**src/rtl/llc_mem_adapter_pkg.sv**
```systemverilog
// rtl/llc_mem_adapter_pkg.sv - shared constants, types and FSM state for llc_mem_adapter
package llc_mem_adapter_pkg;

  localparam int WORDS_PER_LINE = 4;
  localparam int BITS_PER_WORD  = 64;
  localparam int ADDR_BITS      = 32;
  localparam int LINE_BYTES     = WORDS_PER_LINE * BITS_PER_WORD / 8;
  localparam int LINE_ADDR_BITS = ADDR_BITS - $clog2(LINE_BYTES);

  typedef logic [WORDS_PER_LINE*BITS_PER_WORD-1:0] line_t;
  typedef logic [BITS_PER_WORD-1:0]                word_t;
  typedef logic [LINE_ADDR_BITS-1:0]               line_addr_t;
  typedef logic [1:0]                              hprot_t;
  typedef logic [2:0]                              hsize_t;

  typedef enum logic [2:0] {
    IDLE,
    WR_BEAT,
    RD_ADDR,
    RD_BEAT,
    RSP
  } llc_mem_adapter_state_t;

endpackage

```
**src/rtl/llc_mem_adapter.sv**
```systemverilog
// rtl/llc_mem_adapter.sv - line-to-word memory bus converter, single outstanding request
module llc_mem_adapter #(
  parameter int WORDS_PER_LINE = llc_mem_adapter_pkg::WORDS_PER_LINE,
  parameter int BITS_PER_WORD  = llc_mem_adapter_pkg::BITS_PER_WORD,
  parameter int ADDR_BITS      = llc_mem_adapter_pkg::ADDR_BITS,
  parameter int LINE_ADDR_BITS = ADDR_BITS - $clog2(WORDS_PER_LINE * BITS_PER_WORD / 8)
) (
  input  logic                                    clk,
  input  logic                                    rst,
  input  logic                                    llc_mem_req_valid,
  output logic                                    llc_mem_req_ready,
  input  logic                                    llc_mem_req_hwrite,
  input  logic [2:0]                              llc_mem_req_hsize,
  input  logic [1:0]                              llc_mem_req_hprot,
  input  logic [LINE_ADDR_BITS-1:0]               llc_mem_req_addr,
  input  logic [WORDS_PER_LINE*BITS_PER_WORD-1:0] llc_mem_req_line,
  output logic                                    llc_mem_rsp_valid,
  input  logic                                    llc_mem_rsp_ready,
  output logic [WORDS_PER_LINE*BITS_PER_WORD-1:0] llc_mem_rsp_line,
  output logic                                    mem_req_valid,
  input  logic                                    mem_req_ready,
  output logic                                    mem_req_write,
  output logic [ADDR_BITS-1:0]                    mem_req_addr,
  output logic [2:0]                              mem_req_hsize,
  output logic [1:0]                              mem_req_hprot,
  output logic [BITS_PER_WORD-1:0]                mem_req_data,
  output logic                                    mem_req_last,
  input  logic                                    mem_rsp_valid,
  output logic                                    mem_rsp_ready,
  input  logic [BITS_PER_WORD-1:0]                mem_rsp_data,
  input  logic                                    mem_rsp_last,
  output logic                                    protocol_err
);

  import llc_mem_adapter_pkg::*;

  localparam int LINE_W        = WORDS_PER_LINE * BITS_PER_WORD;
  localparam int CNT_W         = $clog2(WORDS_PER_LINE);
  localparam int WORD_OFF_BITS = $clog2(BITS_PER_WORD / 8);
  localparam logic [CNT_W-1:0] CNT_LAST = CNT_W'(WORDS_PER_LINE - 1);

  llc_mem_adapter_state_t state_q, state_d;

  logic [CNT_W-1:0]          cnt_q;
  logic [LINE_ADDR_BITS-1:0] addr_q;
  logic [LINE_W-1:0]         line_q;
  logic [2:0]                hsize_q;
  logic [1:0]                hprot_q;
  logic                      perr_q;
  logic                      cnt_last;

  assign cnt_last = (cnt_q == CNT_LAST);

  // State register
  always_ff @(posedge clk or negedge rst) begin
    if (!rst) state_q <= IDLE;
    else      state_q <= state_d;
  end

  // Next state and state-decoded handshake outputs
  always_comb begin
    state_d           = state_q;
    llc_mem_req_ready = 1'b0;
    llc_mem_rsp_valid = 1'b0;
    mem_req_valid     = 1'b0;
    mem_req_write     = 1'b0;
    mem_req_last      = 1'b0;
    mem_rsp_ready     = 1'b0;
    case (state_q)
      IDLE: begin
        // held low while reset is applied so the LLC cannot hand over a line
        llc_mem_req_ready = rst;
        if (llc_mem_req_valid) state_d = llc_mem_req_hwrite ? WR_BEAT : RD_ADDR;
      end
      WR_BEAT: begin
        mem_req_valid = 1'b1;
        mem_req_write = 1'b1;
        mem_req_last  = cnt_last;
        if (mem_req_ready && cnt_last) state_d = IDLE;
      end
      RD_ADDR: begin
        mem_req_valid = 1'b1;
        mem_req_last  = 1'b1;
        if (mem_req_ready) state_d = RD_BEAT;
      end
      RD_BEAT: begin
        mem_rsp_ready = 1'b1;
        // completion is counted, the bus last flag only feeds protocol_err
        if (mem_rsp_valid && cnt_last) state_d = RSP;
      end
      RSP: begin
        llc_mem_rsp_valid = 1'b1;
        if (llc_mem_rsp_ready) state_d = IDLE;
      end
      default: state_d = IDLE;
    endcase
  end

  // Request latch, beat counter, shared line buffer and sticky protocol flag
  always_ff @(posedge clk or negedge rst) begin
    if (!rst) begin
      cnt_q   <= '0;
      addr_q  <= '0;
      line_q  <= '0;
      hsize_q <= '0;
      hprot_q <= '0;
      perr_q  <= 1'b0;
    end else begin
      case (state_q)
        IDLE: begin
          if (llc_mem_req_valid) begin
            addr_q  <= llc_mem_req_addr;
            line_q  <= llc_mem_req_line;
            hsize_q <= llc_mem_req_hsize;
            hprot_q <= llc_mem_req_hprot;
            cnt_q   <= '0;
          end
        end
        WR_BEAT: if (mem_req_ready) cnt_q <= cnt_q + CNT_W'(1);
        RD_ADDR: if (mem_req_ready) cnt_q <= '0;
        RD_BEAT: begin
          if (mem_rsp_valid) begin
            line_q[cnt_q*BITS_PER_WORD +: BITS_PER_WORD] <= mem_rsp_data;
            cnt_q <= cnt_q + CNT_W'(1);
            if (mem_rsp_last != cnt_last) perr_q <= 1'b1;
          end
        end
        default: ;
      endcase
    end
  end

  // Beat address walks words within the line; fills use cnt=0 so they land on word 0
  assign mem_req_addr     = {addr_q, cnt_q, {WORD_OFF_BITS{1'b0}}};
  assign mem_req_data     = (state_q == WR_BEAT) ? line_q[cnt_q*BITS_PER_WORD +: BITS_PER_WORD]
                                                 : '0;
  assign mem_req_hsize    = hsize_q;
  assign mem_req_hprot    = hprot_q;
  assign llc_mem_rsp_line = line_q;
  assign protocol_err     = perr_q;

endmodule

```
**config.mk**
```make
export PLATFORM = sky130hd
export DESIGN_NAME = llc_mem_adapter
export DESIGN_NICKNAME = d
export VERILOG_FILES = /design/src/rtl/llc_mem_adapter_pkg.sv /design/src/rtl/llc_mem_adapter.sv
export SDC_FILE = /design/constraint.sdc
export NUM_CORES = 1
export LEC_CHECK = 0
export ABC_CLOCK_PERIOD_IN_PS = 6300
export BUFFER_PORTS_ARGS = -buffer_cell sky130_fd_sc_hd__buf_2
export CORE_AREA = 2 2 281 283
export CTS_CLUSTER_DIAMETER = 40
export DETAILED_ROUTE_END_ITERATION = 8
export DIE_AREA = 0 0 283 285
export GPL_ROUTABILITY_DRIVEN = 0
export PLACE_DENSITY = 0.41
export SYNTH_ARGS = -nofsm -noshare
export SYNTH_HDL_FRONTEND = slang
export SYNTH_SLANG_ARGS = --single-unit
```
**constraint.sdc**
```tcl
create_clock -name clk -period 6.3 [get_ports clk]
set_input_delay 0.315 -clock clk [delete_from_list [all_inputs] [get_ports clk]]
set_output_delay 0.315 -clock clk [all_outputs]
set_load 0.01 [all_outputs]
```
==> flow_metrics.tcl, run 1 <==
set metrics [dict create \
    run_status "finished, final reports clean" \
    ios 724 \
    p_int_mw 8.80 \
    globalRouteMet3Util 0.0486 \
    io_buffers 720 \
    crit_type "flop to output port" \
    muxShareOfSynthArea 0.262 \
    clk_latency_ps 600 \
    final_common_cell "buf_2" \
    dp_cells 3139 \
    setup_tns_ps 0 \
    path_cells "buf_4 -> nand3b_1 -> buf_12 -> inv_1 -> buf_2" \
    synth-seq-cells 294 \
    cts_resized 0 \
    wirelength_mm 86.8 \
    slew_violations 0 \
    p_sw_mw 6.22 \
    ctsHoldBuffers 123 \
    path_delay_family "buffers and inverters" \
    synthCells 1508 \
    final_nets 2656 \
    syn_to_final_growth_pct 47.2 \
    synth_simple_gate_area_frac 0.113 \
    cts_tree "done" \
    sw_frac_of_total 0.414 \
    finalHoldViolations 0 \
    grt_use_met1 0.245 \
    min_path_type "input pin to flop" \
    grt_busiest_layer "met2" \
    synth.largest_area_cell "dfrtp_1" \
    rsz0062_at_grt "false" \
    drive_gt1_frac 0.474 \
    synth_top_family_by_area "multiplexers" \
    synth_cell_types 37 \
    period_minus_slack_ps 3790 \
    synth_edf_count 0 \
    dieArea_sq_mm 0.0807 \
    layout_common_cells "buf_2, dfrtp_1, mux2_2" \
    cts_buffers 76 \
    crit_slowest_cell "dfrtp_4" \
    hpwl_mm 57.9 \
    clockBufferDepth 3 \
    slew_headroom 0.252 \
    grt_pass1_vias 18100 \
    clockRootBuffer "clkbuf_16" \
    path_max_fanout 141 \
    seq_area_frac_synth 0.414 \
    ant_nets 0 \
    ys_warn_count 0 \
    synth_area_sq_mm 0.0178 \
    power_frac_clock 0.269 \
    grt_overflow 0 \
    cp-end-kind "output port" \
    place_area_sq_mm 0.0222 \
    dr.pass1.iters 5 \
    max_freq_mhz 264 \
    rows 103 \
    arrival_ps 3470 \
    final_cell_area_sq_mm 0.0262 \
    viasPerCell 4.83 \
    slowest_delay_ps 690 \
    worstSetupStartpointType "flop" \
    peakVddDrop_mv 0.451 \
    max_cap_violations 0 \
    async_reset_ff_frac 1.00 \
    core_area_sq_mm 0.0780 \
    h-tree-depth 3 \
    post-route-period-util 0.601 \
    num_vias 16500 \
    synth_flop_cell "dfrtp_1" \
    start_util 0.228 \
    clkTransAtPathRegs_ps 40 \
    p_seq_frac 0.261 \
    p_leak_nw 12.3 \
    drt-initial-drc-count 856 \
    synth_area_per_cell_sq_um 11.8 \
    grt_usage 0.208 \
    synth-compound-area-share 0.132 \
    holdWs_ps 43.0 \
    die_w_um 283 \
    met2_usage 0.367 \
    synth_xor_xnor_area_share 0.000493 \
    combPwrFrac 0.470 \
    post-synth-top-area-fraction 0.414 \
    fin_worst_skew_ps 20.7 \
    tightest_slew_ps 1120 \
    synth.area.top_cells "dfrtp_1, mux2_2, mux4_2" \
    cts_sinks 294 \
    synth_fa_ha_area_frac 0.00422 \
    grt_pass1_wl_mm 126 \
    setup_violations 0 \
    worst-path-buf-inv 4 \
    worstPathRequired_ps 5980 \
    drc 0 \
    grt_max_degree 145 \
    fin_cells 3417 \
    antenna_found_initial 21 \
    die_h_um 285 \
    power_density_mw_per_mm2 574 \
    postCtsSetupBuffers 0 \
    wire_per_inst_um 25.4 \
]
## state kept, by name, summed over array words and instances (netlist names)
name / cells
addr_q: 27
cnt_q: 2
llc_mem_rsp_line: 256
mem_req_hprot: 2
mem_req_hsize: 3
protocol_err: 1
state_q: 3
## stage by stage
| stage | worst slack (ps) | utilization | power [mW] |
|---|---|---|---|
| 2_1_floorplan | 3530 | - | 7.89 |
| 3_3_place_gp | 2600 | 0.285 | 10.9 |
| 3_5_place_dp | 2430 | 0.285 | 11.0 |
| 4_1_cts | 2400 | 0.335 | 15.2 |
| 5_1_grt | 2300 | 0.335 | 15.9 |
| 6_report | 2510 | 0.336 | 15.0 |
## per-layer routing
layer | vias to the layer above | wire [um]
met2 | 698 | 43900
met4 | 12 | 2730
met1 | 8390 | 34300
met3 | 163 | 5750
li1 | 7254 | -
met5 | - | 74
## worst paths after layout
path | endpoint | depth (start not counted) | start | slack (ps)
setup / recovery | mem_rsp_ready | 5 | state_q[2]$_DFFE_PN0P_ | 2510
hold / removal | llc_mem_rsp_line[58]$_DFFE_PN0P_ | 3 | llc_mem_req_line[58] | 40
setup reg to reg | llc_mem_rsp_line[137]$_DFFE_PN0P_ | 6 | cnt_q[0]$_DFFE_PN0P_ | 2570
hold reg to reg | protocol_err$_DFFE_PN0P_ | 1 | protocol_err$_DFFE_PN0P_ | 470
max in group asynchronous | llc_mem_rsp_line[130]$_DFFE_PN0P_ | 3 | rst | 4730
min in group asynchronous | mem_req_hsize[1]$_DFFE_PN0P_ | 2 | rst | 250
## synthesized netlist by cell type (2+ instances only)
| library cell | instances |
|---|---|
| nand4_1 | 4 |
| mux2_4 | 20 |
| and4b_1 | 65 |
| ha_1 | 6 |
| nor4bb_1 | 2 |
| clkbuf_1 | 104 |
| inv_1 | 133 |
| dfrtp_1 | 294 |
| a311oi_1 | 2 |
| nor2_1 | 2 |
| and2_1 | 130 |
| nand2_1 | 2 |
| buf_6 | 14 |
| nor3b_1 | 2 |
| mux2_2 | 140 |
| a21oi_4 | 2 |
| a32oi_1 | 128 |
| a21oi_1 | 4 |
| buf_4 | 17 |
| buf_2 | 21 |
| mux2i_1 | 130 |
| nand3b_1 | 2 |
| nor2b_1 | 68 |
| mux2_1 | 3 |
| a22o_1 | 128 |
| buf_1 | 10 |
| nand2b_1 | 2 |
| mux4_2 | 64 |
## logic make-up (layout without fill, tap and decap cells)
group	Yosys count	after routing
muxes	357	357
buffers and inverters	299	1139
DFF	294	294
and+or+nand+nor	282	282
AOI/OAI and AO/OA	268	268
adders and majority gates	6	6
other	1	20
xor gates and xnor gates	1	1
## power by group through the flow
stage	sequential (mW)	combinational, mW	clock (mW)
2_1_floorplan	3.79	4.09	0
6_report	3.92	7.05	4.04
4_1_cts	3.93	7.16	4.14
5_1_grt	4.03	7.59	4.24
3_3_place_gp	3.92	6.98	0
3_5_place_dp	3.94	7.06	0
## cell type report
cell class,count,area [sq um]
diodes,17,42.5
clock buffers,99,2140
clock inverters,39,504
fillers,8030,51800
inverters,133,499
multi-input cells,917,9200
flip-flops and latches,294,7380
well taps,1050,1310
repair buffers,868,5090
## worst min-delay path, stage by stage
cell     delay [ps]
buf_2            70
a32oi_1          50
mux2i_1         140
Power figures use the tool's default switching activity.
==> run 2: changes to the inputs <==
- ABC_CLOCK_PERIOD_IN_PS: 6300 -> 3210
- CORE_AREA: 2 2 281 283 -> 2 2 279 281
- DIE_AREA: 0 0 283 285 -> 0 0 281 283
- PLACE_DENSITY: 0.41 -> 0.43
- clock period: 6.3 -> 3.21 ns (I/O delays scaled with it)
==> run 2 against run 1 <==
Against the previous run: cell area grew 7.6%; sequential power is 89% higher; via count increased by 5.6%.
==> flow_metrics.tcl, run 2 (same netlist as run 1, synthesis figures left out) <==
set metrics [dict create \
    io_buffers 720 \
    power_density_mw_per_mm2 1070 \
    whs_path_depth 4 \
    cts_tree "done" \
    peakVddDrop_mv 0.623 \
    rsz0062_at_grt "false" \
    layout_common_cells "buf_2, dlygate4sd3_1, dfrtp_1" \
    clockRootBuffer "clkbuf_16" \
    post-route-period-util 0.915 \
    syn_to_final_growth_pct 58.4 \
    wirelength_mm 88.4 \
    die_w_um 281 \
    num_vias 17400 \
    max_cap_violations 0 \
    p_leak_nw 13.1 \
    worstPathRequired_ps 3050 \
    fin_ws_ps 272 \
    drt-initial-drc-count 1008 \
    antenna_found_initial 11 \
    setup_tns_ps 0 \
    power_frac_clock 0.256 \
    largest_reg_flops 256 \
    combPwrFrac 0.498 \
    ant_nets 0 \
    min_path_type "input pin to flop" \
    period_minus_slack_ps 2940 \
    die_h_um 283 \
    start_util 0.232 \
    final_common_cell "buf_2" \
    hpwl_mm 58.1 \
    cts_resized 0 \
    grt_max_degree 96 \
    setup_violations 0 \
    clkTransAtPathRegs_ps 50 \
    viasPerCell 4.86 \
    slew_violations 0 \
    cp-end-kind "output port" \
    dieArea_sq_mm 0.0795 \
    r2r_setup_slack_ps 320 \
    drc 0 \
    r2r_cells 6 \
    grt_overflow 0 \
    cts_sinks 294 \
    dr.pass1.iters 5 \
    rows 102 \
    finalHoldViolations 0 \
    clockBufferDepth 3 \
    crit_type "flop to output port" \
    ios 724 \
    p_sw_mw 12.7 \
    crit_path_end "mem_req_data[30]" \
    h-tree-depth 3 \
    wire_per_inst_um 24.6 \
    p_int_mw 17.5 \
    cts_buffers 74 \
    grt_pass1_vias 19100 \
    grt_pass1_wl_mm 129 \
    arrival_ps 2780 \
    fin_worst_skew_ps 24.6 \
    tightest_slew_ps 818 \
    core_area_sq_mm 0.0767 \
    sw_frac_of_total 0.420 \
    grt_usage 0.217 \
    postCtsSetupBuffers 0 \
    max_freq_mhz 340 \
    r2r-end "llc_mem_rsp_line[48]$_DFFE_PN0P_" \
    slew_headroom 0.455 \
    run_status "finished, final reports clean" \
    r2r-start "state_q[1]$_DFFE_PN0P_" \
    clk_latency_ps 590 \
    crit_start "state_q[2]$_DFFE_PN0P_" \
    worstSetupStartpointType "flop" \
    path_max_fanout 50 \
    drive_gt1_frac 0.445 \
    place_ws_ps 689 \
    final_nets 2853 \
    p_seq_frac 0.246 \
]
==> run 2: per-layer routing <==
layer / wire length (um) / up-vias / share of wire / global-route usage
li1: - / 7632 / - / -
met1: 34000 / 8822 / 0.38 / 0.250
met2: 44900 / 798 / 0.51 / 0.385
met3: 5660 / 191 / 0.064 / 0.0434
met4: 3840 / 6 / 0.043 / 0.0980
met5: 38 / - / 0.00043 / 0
==> run 2: power by group through the flow <==
stage,logic (mW),clock network (mW),registers [mW]
after CTS,15.1,7.88,7.39
after global routing,16.1,8.07,7.58
after floorplan,8.03,0,7.45
final,15.0,7.71,7.41
after detailed placement,14.7,0,7.41
after global placement,14.6,0,7.38
==> run 2: timing repair <==
action                                 CTS  global route
endpoints found under the hold margin  350             0
hold buffers                           304             0
setup endpoints to repair                0             0
==> run 2: final cells by class <==
cell class / instances / area [sq um]
fill: 7664 / 48500
multi-input combinational: 917 / 9190
sequential: 294 / 7380
timing repair buffer: 1067 / 7220
clock buffer: 92 / 2040
tap: 1040 / 1300
clock inverter: 44 / 517
inverter: 133 / 499
antenna: 6 / 15.0
==> run 2: worst min path at each step <==
stage                     startpoint                           endpoint  slack [ps]
global route        mem_rsp_data[35]  llc_mem_rsp_line[163]$_DFFE_PN0P_          40
CTS                 mem_rsp_data[56]   llc_mem_rsp_line[56]$_DFFE_PN0P_         0.1
detailed placement               rst   llc_mem_rsp_line[25]$_DFFE_PN0P_         180
global placement                 rst   llc_mem_rsp_line[25]$_DFFE_PN0P_         180
floorplan                        rst              addr_q[0]$_DFFE_PN0P_        -140
finish              mem_rsp_data[63]   llc_mem_rsp_line[63]$_DFFE_PN0P_          40
==> run 2: per-stage QoR <==
stage / hold slack [ps] / cell area [sq um] / cells / power (mW) / utilization
6_report: 44.2 / 28200 / 3593 / 30.1 / 0.367
5_1_grt: 37.2 / 28100 / 3591 / 31.7 / 0.367
4_1_cts: 0.106 / 28100 / 3587 / 30.4 / 0.367
3_5_place_dp: 178 / 22500 / 3147 / 22.1 / 0.294
3_3_place_gp: 182 / 22500 / 3147 / 21.9 / 0.294
2_1_floorplan: -135 / 17800 / 1510 / 15.5 / -
==> run 2: critical path, stage by stage (launching register included) <==
cell     delay, ps
dfrtp_4        860
or2_4          770
buf_4          300
nor2b_1         70
buf_2          140
